**src/rtl/snn_pkg.sv**
```systemverilog
// rtl/snn_pkg.sv - shared state encoding and default sizes for the spike vote counter
package snn_pkg;

  // Default macro-group geometry
  localparam int SNN_NUM_NEURON = 16;
  localparam int SNN_CNT_W      = 8;

  // Vote counter control states
  typedef enum logic [1:0] {
    ACCUM = 2'd0,
    SCAN  = 2'd1,
    DONE  = 2'd2
  } svc_state_e;

endpackage

```
**src/rtl/spike_counter_cell.sv**
```systemverilog
// rtl/spike_counter_cell.sv - one per-neuron spike counter; SPIKE_VOTE_SAT_EN selects saturate vs wrap
module spike_counter_cell
  import snn_pkg::*;
#(
  parameter int CNT_W = SNN_CNT_W
) (
  input  logic             clk,
  input  logic             rst_n,
  input  logic             i_inc,
  input  logic             i_clr,
  output logic [CNT_W-1:0] o_cnt
);

  logic [CNT_W-1:0] r_cnt;
  logic [CNT_W-1:0] w_cnt_nxt;

`ifdef SPIKE_VOTE_SAT_EN
  // Hold at all-ones once the counter is full
  assign w_cnt_nxt = (r_cnt == {CNT_W{1'b1}}) ? r_cnt : r_cnt + CNT_W'(1);
`else
  // Plain modulo-2^CNT_W increment
  assign w_cnt_nxt = r_cnt + CNT_W'(1);
`endif

  // Counter register: clear wins over increment
  always_ff @(posedge clk or negedge rst_n) begin
    if (!rst_n) begin
      r_cnt <= '0;
    end else if (i_clr) begin
      r_cnt <= '0;
    end else if (i_inc) begin
      r_cnt <= w_cnt_nxt;
    end
  end

  assign o_cnt = r_cnt;

endmodule

```
**src/rtl/spike_vote_counter.sv**
```systemverilog
// rtl/spike_vote_counter.sv - per-neuron spike vote with sequential argmax; SPIKE_VOTE_SAT_EN enables counter saturation
module spike_vote_counter
  import snn_pkg::*;
#(
  parameter int NUM_NEURON = SNN_NUM_NEURON,
  parameter int CNT_W      = SNN_CNT_W
) (
  input  logic                          clk,
  input  logic                          rst_n,
  input  logic [NUM_NEURON-1:0]         spike_i,
  input  logic                          spike_valid,
  input  logic                          picture_done,
  output logic                          busy,
  output logic                          result_valid,
  input  logic                          result_ready,
  output logic [$clog2(NUM_NEURON)-1:0] class_o,
  output logic [CNT_W-1:0]              class_cnt,
  output logic                          no_spike
);

  localparam int IDX_W = $clog2(NUM_NEURON);
  localparam logic [IDX_W-1:0] LAST_IDX = IDX_W'(NUM_NEURON - 1);

  svc_state_e r_state;
  svc_state_e w_state_nxt;

  logic [IDX_W-1:0] r_idx;
  logic [IDX_W-1:0] r_best_idx;
  logic [CNT_W-1:0] r_best_cnt;
  logic [IDX_W-1:0] r_class;
  logic [CNT_W-1:0] r_class_cnt;
  logic             r_no_spike;

  logic [CNT_W-1:0] w_cnt [NUM_NEURON];
  logic             w_accept;
  logic             w_scan_last;
  logic [CNT_W-1:0] w_cur;
  logic             w_take;
  logic [IDX_W-1:0] w_win_idx;
  logic [CNT_W-1:0] w_win_cnt;

  // Spikes only count while accumulating; the final scan step clears every counter
  assign w_accept    = (r_state == ACCUM) && spike_valid;
  assign w_scan_last = (r_state == SCAN) && (r_idx == LAST_IDX);

  for (genvar g = 0; g < NUM_NEURON; g++) begin : g_cell
    spike_counter_cell #(
      .CNT_W (CNT_W)
    ) u_cell (
      .clk   (clk),
      .rst_n (rst_n),
      .i_inc (w_accept & spike_i[g]),
      .i_clr (w_scan_last),
      .o_cnt (w_cnt[g])
    );
  end

  // Strict greater-than keeps the earliest (lowest) index on ties
  assign w_cur     = w_cnt[r_idx];
  assign w_take    = w_cur > r_best_cnt;
  assign w_win_idx = w_take ? r_idx : r_best_idx;
  assign w_win_cnt = w_take ? w_cur : r_best_cnt;

  // State register
  always_ff @(posedge clk or negedge rst_n) begin
    if (!rst_n) begin
      r_state <= ACCUM;
    end else begin
      r_state <= w_state_nxt;
    end
  end

  // Next-state and status decode
  always_comb begin
    w_state_nxt  = r_state;
    busy         = 1'b0;
    result_valid = 1'b0;
    case (r_state)
      ACCUM: begin
        if (picture_done) begin
          w_state_nxt = SCAN;
        end
      end
      SCAN: begin
        busy = 1'b1;
        if (w_scan_last) begin
          w_state_nxt = DONE;
        end
      end
      DONE: begin
        busy         = 1'b1;
        result_valid = 1'b1;
        if (result_ready) begin
          w_state_nxt = ACCUM;
        end
      end
      default: begin
        w_state_nxt = ACCUM;
      end
    endcase
  end

  // Scan pointer, running best, and the latched result
  always_ff @(posedge clk or negedge rst_n) begin
    if (!rst_n) begin
      r_idx       <= '0;
      r_best_idx  <= '0;
      r_best_cnt  <= '0;
      r_class     <= '0;
      r_class_cnt <= '0;
      r_no_spike  <= 1'b0;
    end else begin
      case (r_state)
        ACCUM: begin
          if (picture_done) begin
            r_idx      <= '0;
            r_best_idx <= '0;
            r_best_cnt <= '0;
          end
        end
        SCAN: begin
          r_idx      <= r_idx + IDX_W'(1);
          r_best_idx <= w_win_idx;
          r_best_cnt <= w_win_cnt;
          if (w_scan_last) begin
            r_class     <= w_win_idx;
            r_class_cnt <= w_win_cnt;
            r_no_spike  <= (w_win_cnt == '0);
          end
        end
        default: begin
        end
      endcase
    end
  end

  assign class_o   = r_class;
  assign class_cnt = r_class_cnt;
  assign no_spike  = r_no_spike;

endmodule

```
**config.mk**
```make
export PLATFORM = sky130hd
export DESIGN_NAME = spike_vote_counter
export DESIGN_NICKNAME = d
export VERILOG_FILES = /design/src/rtl/snn_pkg.sv /design/src/rtl/spike_counter_cell.sv /design/src/rtl/spike_vote_counter.sv
export SDC_FILE = /design/constraint.sdc
export NUM_CORES = 1
export LEC_CHECK = 0
export ABC_AREA = 1
export CORE_UTILIZATION = 30
export DETAILED_ROUTE_END_ITERATION = 7
export SYNTH_ARGS = -nofsm -noshare
export SYNTH_HDL_FRONTEND = slang
export SYNTH_SLANG_ARGS = --single-unit
```
**constraint.sdc**
```tcl
create_clock -name clk -period 3.9 [get_ports clk]
set_input_delay 1.17 -clock clk [delete_from_list [all_inputs] [get_ports clk]]
set_output_delay 1.17 -clock clk [all_outputs]
set_load 0.01 [all_outputs]
```
# Yosys cells after proc, flatten, opt, wreduce, memory -nomap -nowiden
# Index checks and enable logic that the tools add are counted.
[word_totals]
regBits = 159
inputBits = 21
output_inout_bits = 15
word_cells = 138
[op_classes]
add_sub_neg = 17
magnitude_cmp = 2
n_eq_ne = 6
mux = 48
n_bitwise = 17
reduce_logical = 25
[ops]
columns = ["operator", "n"]
rows = [
  ["$mux 8", 36],
  ["$add 8x1->8 const B", 16],
  ["$reduce_bool 2->1", 17],
  ["$bmux 8 s4", 1],
  ["$and 1x1->1", 16],
  ["$pmux 4 s2", 2],
  ["$pmux 8 s2", 1],
  ["$gt 8x8->1", 1],
  ["$logic_not 8->1", 1],
  ["$mux 4", 2],
  ["$mux 2", 3],
  ["$pmux 2 s3", 1],
  ["$ge 5x5->1 const B", 1],
  ["$not 4->5", 1],
  ["$add 4x1->4 const B", 1],
  ["$eq 4x4->1 const B", 1],
  ["$ne 2x2->1 const B", 2],
  ["$reduce_and 2->1", 2],
  ["$reduce_and 3->1", 1],
  ["$eq 2x1->1 const B", 1],
  ["$eq 2x2->1 const B", 1],
  ["$logic_and 1x1->1", 2],
  ["$logic_not 2->1", 1],
  ["$mux 1", 2],
  ["2 further kinds", 2],
]

# Longest topological paths before layout
# Gate-level depths: netlist of run 1.
[logic_depth]
word_depth = 7
mapped_depth = 24
mapped_depth_nobuf = 22

# By module
# From an unflattened synthesis of run 1, not the netlist that was laid out.
[unflattened]
cells_unflattened = 1494
area_unflattened_um2 = 10654.0
[by_module_without_submodules]
columns = ["mod", "n_inst", "cells_per_inst", "area_each_um2", "seq_area_each_um2"]
rows = [
  ["spike_counter_cell", 16, 60, 473.0, 200.2],
  ["spike_vote_counter", 1, 534, 3086.7, 775.7],
]

# Worst setup path before layout of run 1
# No wires, ideal clock.
[synth_path]
path_kind = "register to register"
startpoint = "reg r_idx[0]"
endpoint = "reg r_no_spike, in the netlist no_spike"
setup_ns = 0.117
arrival_ns = 2.560
required_time_ns = 3.783
path_slack_ns = 1.222
stages_incl_launch_ff = 19
n_path_buf = 4
synth_period_minus_slack_ns = 2.678
cell_sequence = "dfrtp_1 > buf_2 > buf_4 > buf_2 > o211ai_1 > nand3_1 > nand3_1 > nand2_1 > ha_1 > nand2_1 > nor2_1 > nand2_1 > a21oi_1 > buf_2 > nand2_1 > nand2_1 > nor2_1 > nand3_1 > nand2_1"
[synth_between]
elab_chain_len = 7
elab_cells_between_ends = 10
classes_between = "order compare: 1; eq/ne: 1; mux: 4; bitwise: 1; reduce/logical: 3"
[synth_lines]
columns = ["item", "line", "text"]
rows = [
  ["start, declared", "spike_vote_counter.sv:27", "logic [IDX_W-1:0] r_idx;"],
  ["start signal, assigned", "spike_vote_counter.sv:122", "r_idx <= r_idx + IDX_W'(1);"],
  ["$not 4->5 (implied by the code)", "spike_vote_counter.sv:59", "assign w_cur = w_cnt[r_idx];"],
  ["$bmux 8 s4", "spike_vote_counter.sv:59", ""],
  ["$mux 8 (implied by the code) (2 in a row)", "spike_vote_counter.sv:59", ""],
  ["$gt 8x8->1", "spike_vote_counter.sv:60", "assign w_take = w_cur > r_best_cnt;"],
  ["$mux 8", "spike_vote_counter.sv:62", "assign w_win_cnt = w_take ? w_cur : r_best_cnt;"],
  ["$logic_not 8->1", "spike_vote_counter.sv:128", "r_no_spike <= (w_win_cnt == '0);"],
  ["end signal, assigned", "spike_vote_counter.sv:128", ""],
  ["end, declared", "spike_vote_counter.sv:32", "logic r_no_spike;"],
]
# Several ways; a longest one is shown, not always the timed one. The select of a mux whose other input is x is not followed.
# A chain may end at the register's enable or synchronous reset.

# Worst setup path after layout of run 1
# Ends and elaborated chain as after synthesis.

==> results.cfg, run 1 <==
[global_route]
antenna_found_initial = 0
overflow = 0
grt_pass1_wl_um = 38900
grt_max_degree = 62
grt_use_total = 0.156
grt_pass1_vias = 7851

[floorplan]
start_util = 0.308
dieArea_um2 = 31500
core_um2 = 30000
rows = 63
die_x_um = 177
io_pins = 36
dieHeight_um = 177

[synth]
async_flop_share = 1.00
netlist_area_um2 = 9230
synth_edf_count = 0
synth_area_per_cell_um2 = 7.66
yosysMostFrequentCell = nand2_1
syn_nets = 1254
synth_cell_type_count = 40
synth_common_cells = nand2_1, dfrtp_1, inv_1, a21oi_1, o21ai_0
synth_top_area_frac = 0.431
synthFlopType = dfrtp_1
synthCells = 1205
ys_ff_latch = 159
synth_top_area_cell = dfrtp_1
synth-seq-area-share = 0.431
synth_area_leaders = dfrtp_1, nand2_1, a21oi_1
yosys_warnings = 0

[timing]
fin_crit_ns = 3.33
setup_viol = 0
fmax_mhz = 300
period_share = 0.854
finClkSkew_ns = 0.0146
tightest_slew_ns = 0.614
rsz0062_at_grt = false
setup_slack_ns = 0.571
relSlewSlack = 0.591
setup-tns-final_ns = 0
maxSlewViolCount = 0
finalHoldViolations = 0
whs_ns = 0.461

[placed_design]
place_worst_setup_slack_ns = 0.595
dp_hpwl_um = 16400
placed_cells = 1600
routabilityCongestion = 0.868
numPortBuffers = 35

[pwr]
total_power_mw = 7.85
p_per_area_nw_per_um2 = 738
ir_drop_mv = 0.361
leakagePower_nw = 4.89

[drt]
num_vias = 8055
drt-total-wl_um = 23000
dr.pass1.iters = 5
avgRoutedWirePerCell_um = 14.1
viasPerCell = 4.94
drc = 0
drtIter0Drc = 566
ant_nets = 0

[flow_run]
drv.max_cap_violation_count = 0

[setup_path]
required_ns = 4.27
critPathCaptureType = register
critPathKind = reg -> reg
crit_path_max_fanout = 24
cp.arrival_ns = 3.70
setup.worst_path.start_class = register

[cts]
htree_levels = 4
cts_hold_repair.buffers = 0
cts_resized = 0
clock_path_buffers = 2
cts_buffers = 17
clock_latency_ns = 0.44
tritoncts = built
clock_sinks = 159
clkTransAtPathRegs_ns = 0.06
post-cts-setup-buffers = 0
cts_root_buf = clkbuf_16

[worst_hold_path]
hold_class = reg -> reg

[cells_and_area]
nets = 1278
synthToLayoutAreaGrowth_pct = 15.2
drive_gt1_frac = 0.0982
final_cells = 1632
diodes = 0

[status]
status = completed
registers in the layout, summed over array words and instances (netlist names):
register / flops
class_cnt: 8
class_o: 4
g_cell.u_cell.o_cnt: 128
no_spike: 1
r_best_cnt: 8
r_best_idx: 4
r_idx: 4
r_state: 2
layer usage:
| metal | up-vias | GRT usage | wire (µm) |
|---|---|---|---|
| met2 | 135 | 0.245 | 10300 |
| met1 | 3840 | 0.211 | 11300 |
| met4 | 0 | 0.0623 | 637 |
| li1 | 4047 | - | - |
| met3 | 33 | 0.0268 | 765 |
| met5 | - | 0 | 0 |
stage by stage:
stage	area, µm²	utilization
after floorplan	9230	-
after global placement	10000	0.334
after detailed placement	10000	0.334
after CTS	10600	0.355
after global routing	10600	0.355
final	10600	0.355
cell families after synthesis:
logic type / Yosys count / synth area share
simple gates: 555 / 0.285
compound gates: 268 / 0.159
buf+inv: 194 / 0.0861
flops: 159 / 0.431
fa+ha+maj: 28 / 0.0380
xor+xnor: 1 / 0.000949
power breakdown:
part / total, mW / internal (mW) / switching, mW
Combinational: 3.63 / 1.23 / 2.40
Clock: 1.81 / 1.12 / 0.689
Sequential: 2.40 / 2.05 / 0.355
Total: 7.85 / 4.41 / 3.44
worst max-delay path, cell delays in order, from the launching register on:
cell,delay [ns]
dfrtp_2,0.56
inv_2,0.12
buf_4,0.26
nand2_1,0.09
nand3_1,0.08
o21ai_0,0.13
nand2_1,0.09
nand2_1,0.05
inv_1,0.13
nand2_1,0.08
ha_1,0.30
nand2_1,0.08
inv_1,0.06
nand2_1,0.05
nand2_1,0.06
nand2_1,0.06
a21oi_1,0.33
buf_4,0.25
nand3_1,0.08
nand2_1,0.11
nand2_1,0.07
nor2_1,0.08
nand3_1,0.08
nand2_1,0.06
cell usage in the layout, fill, tap and decap left out, types with 5 or more instances in the layout:
cell type	n
a21oi_1	117
and3_1	5
buf_4	12
clkbuf_16	17
clkdlybuf4s50_1	34
dfrtp_1	158
ha_1	28
inv_1	140
inv_2	5
nand2_1	248
nand2_2	19
nand2_4	9
nand3_1	102
nor2_1	77
nor2_2	19
nor2_4	5
nor3_1	45
nor4_1	11
o211ai_1	20
o21ai_0	107
o22ai_1	8
path summary, 6_finish.rpt:
path                                                             from                               endpoint  slack (ns)  cells past startpoint
min in group asynchronous                                       rst_n  g_cell[8].u_cell.o_cnt[5]$_DFFE_PN0P_        0.72                      1
worst max register to register                   r_idx[0]$_DFFE_PN0P_                   no_spike$_DFFE_PN0P_        0.57                     23
worst max-delay path                             r_idx[0]$_DFFE_PN0P_                   no_spike$_DFFE_PN0P_        0.57                     23
worst min-delay path            g_cell[4].u_cell.o_cnt[7]$_DFFE_PN0P_  g_cell[4].u_cell.o_cnt[7]$_DFFE_PN0P_        0.46                      1
max in group asynchronous                                       rst_n  g_cell[0].u_cell.o_cnt[3]$_DFFE_PN0P_        2.35                      2
worst min register to register  g_cell[4].u_cell.o_cnt[7]$_DFFE_PN0P_  g_cell[4].u_cell.o_cnt[7]$_DFFE_PN0P_        0.46                      1
layout make-up:
class,instances,area [µm²]
clock inverter,9,155
multi-input combinational,852,4460
timing repair buffer,51,522
sequential,159,3980
inverter,148,557
clock buffer,23,478
tap,390,488
fill,3136,19300
Power figures use the tool's default switching activity.
==> run 2, diff against run 1 <==
- CORE_ASPECT_RATIO: default -> 1.2
- CTS_CLUSTER_SIZE: default -> 8
- PLACE_DENSITY: default -> 0.53
==> run 2 against run 1 <==
Sequential power about the same. Non-clock buffer count did not move. Via count down 1.7%. Final cell count rose by 0.18%. Power fell by 0.38%. Clock skew down 0.0036 ns. Critical path depth fell by 3. Global-route usage increased by 1.0 points. Cell area down 0.29%. Fmax grew 6.6%. Worst hold slack better by 0.0075 ns. Register-to-register slack better by 0.21 ns.
==> results.cfg, run 2 (same netlist as run 1, synthesis figures left out) <==
[status]
status = completed

[timing]
tightest_slew_ns = 0.688
whs_ns = 0.469
setup_viol = 0
period_share = 0.801
rsz0062_at_grt = false
maxSlewViolCount = 0
relSlewSlack = 0.541
fmax_mhz = 320
fin_crit_ns = 3.12
setup-tns-final_ns = 0
finClkSkew_ns = 0.0110
setup_slack_ns = 0.776
finalHoldViolations = 0

[cells_and_area]
design_area_um2 = 10600
layout_common_cells = nand2_1, dfrtp_1, inv_1
nets = 1278
drive_gt1_frac = 0.0985
synthToLayoutAreaGrowth_pct = 14.9
diodes = 0
layout_commonest_cell = nand2_1
largest_reg_flops = 128

[drt]
ant_nets = 0
drtIter0Drc = 425
dr.pass1.iters = 7
avgRoutedWirePerCell_um = 15.0
drc = 0
num_vias = 7919
drt-total-wl_um = 24600
viasPerCell = 4.84

[setup_path]
critPathSlowestCell = inv_2
crit_path_max_fanout = 34
setup.worst_path.start_class = register
critPathKind = reg -> reg
timing.critical_path.mode_cell = nand2_1
critPathCaptureType = register
required_ns = 4.27
cp_cell_sequence = inv_2 -> a21oi_1 -> o21ai_0 -> nand2_1 -> nand2_1 -> nand2_1 -> inv_1 -> nand2_1 -> ha_1 -> nand2_1 -> nor2_1 -> nand2_1 -> a21oi_1 -> buf_4 -> nand3_1 -> nand2_1 -> nand2_1 -> nor2_1 -> nand3_1 -> nand2_1
r2r_cells = 20
critical-path-max-stage-delay_ns = 0.47
cp.arrival_ns = 3.50

[global_route]
grt_pass1_wl_um = 40800
grt_pass1_vias = 7712
grt_max_degree = 96
grt_use_total = 0.166
antenna_found_initial = 0
overflow = 0

[cts]
cts_resized = 0
cts_hold_repair.buffers = 0
clock_latency_ns = 0.44
cts_buffers = 17
htree_levels = 4
tritoncts = built
clock_sinks = 159
clock_path_buffers = 2
cts_root_buf = clkbuf_16
post-cts-setup-buffers = 0
clkTransAtPathRegs_ns = 0.06

[floorplan]
die_x_um = 162
core_um2 = 30400
io_pins = 36
rows = 70
dieHeight_um = 194
dieArea_um2 = 31500
start_util = 0.304

[placed_design]
post_dp_cell_area_um2 = 10000
dp_hpwl_um = 17800
place_worst_setup_slack_ns = 0.761
routabilityCongestion = 0.793
numPortBuffers = 35

[flow_run]
drv.max_cap_violation_count = 0

[pwr]
ir_drop_mv = 0.441
leakagePower_nw = 4.88
p_per_area_nw_per_um2 = 737
total_power_mw = 7.82

[worst_hold_path]
hold_class = reg -> reg
hold_depth = 1
-- run 2: worst paths after layout --
path                                                   startpoint                                      to  slack [ns]
max                                          r_idx[0]$_DFFE_PN0P_                    no_spike$_DFFE_PN0P_        0.78
min                        g_cell[10].u_cell.o_cnt[6]$_DFFE_PN0P_  g_cell[10].u_cell.o_cnt[6]$_DFFE_PN0P_        0.47
max reg2reg                                  r_idx[0]$_DFFE_PN0P_                    no_spike$_DFFE_PN0P_        0.78
min reg2reg                g_cell[10].u_cell.o_cnt[6]$_DFFE_PN0P_  g_cell[10].u_cell.o_cnt[6]$_DFFE_PN0P_        0.47
max in group asynchronous                                   rst_n                class_cnt[1]$_DFFE_PN0P_        2.33
min in group asynchronous                                   rst_n   g_cell[3].u_cell.o_cnt[2]$_DFFE_PN0P_        0.73
-- run 2: metrics by stage --
stage | cells | util
floorplan | 1205 | -
global placement | 1606 | 0.329
detailed placement | 1606 | 0.329
CTS | 1635 | 0.349
global route | 1635 | 0.349
finish | 1635 | 0.349
-- run 2: where the power goes --
| part | internal (mW) | switching (mW) | leakage (nW) | total, mW |
|---|---|---|---|---|
| Combinational | 1.26 | 2.46 | 2.52 | 3.72 |
| Clock | 1.06 | 0.667 | 0.297 | 1.73 |
| Sequential | 2.05 | 0.322 | 2.07 | 2.37 |
-- run 2: worst max-delay path: cells and delay by family (launching register included) --
| kind | cells | cell delay, ns |
|---|---|---|
| buffers and inverters | 3 | 0.76 |
| and+or+nand+nor | 13 | 1.16 |
| adders and majority gates | 1 | 0.30 |
| AOI/OAI and AO/OA | 3 | 0.39 |
| DFF | 1 | 0.43 |
-- run 2: layout make-up --
type | count | area (µm²)
Fill cell | 3192 | 19800
Sequential cell | 159 | 3980
Multi-Input combinational cell | 852 | 4460
Timing Repair Buffer | 51 | 522
Clock inverter | 7 | 110
Tap cell | 396 | 495
Inverter | 148 | 557
Clock buffer | 22 | 484
-- run 2: per-layer routing --
metal	GRT usage	wire length, µm	vias up
met5	0	0	-
met4	0.0604	577	0
met3	0.0278	603	30
met2	0.288	12300	107
met1	0.205	11100	3741
li1	-	-	4041
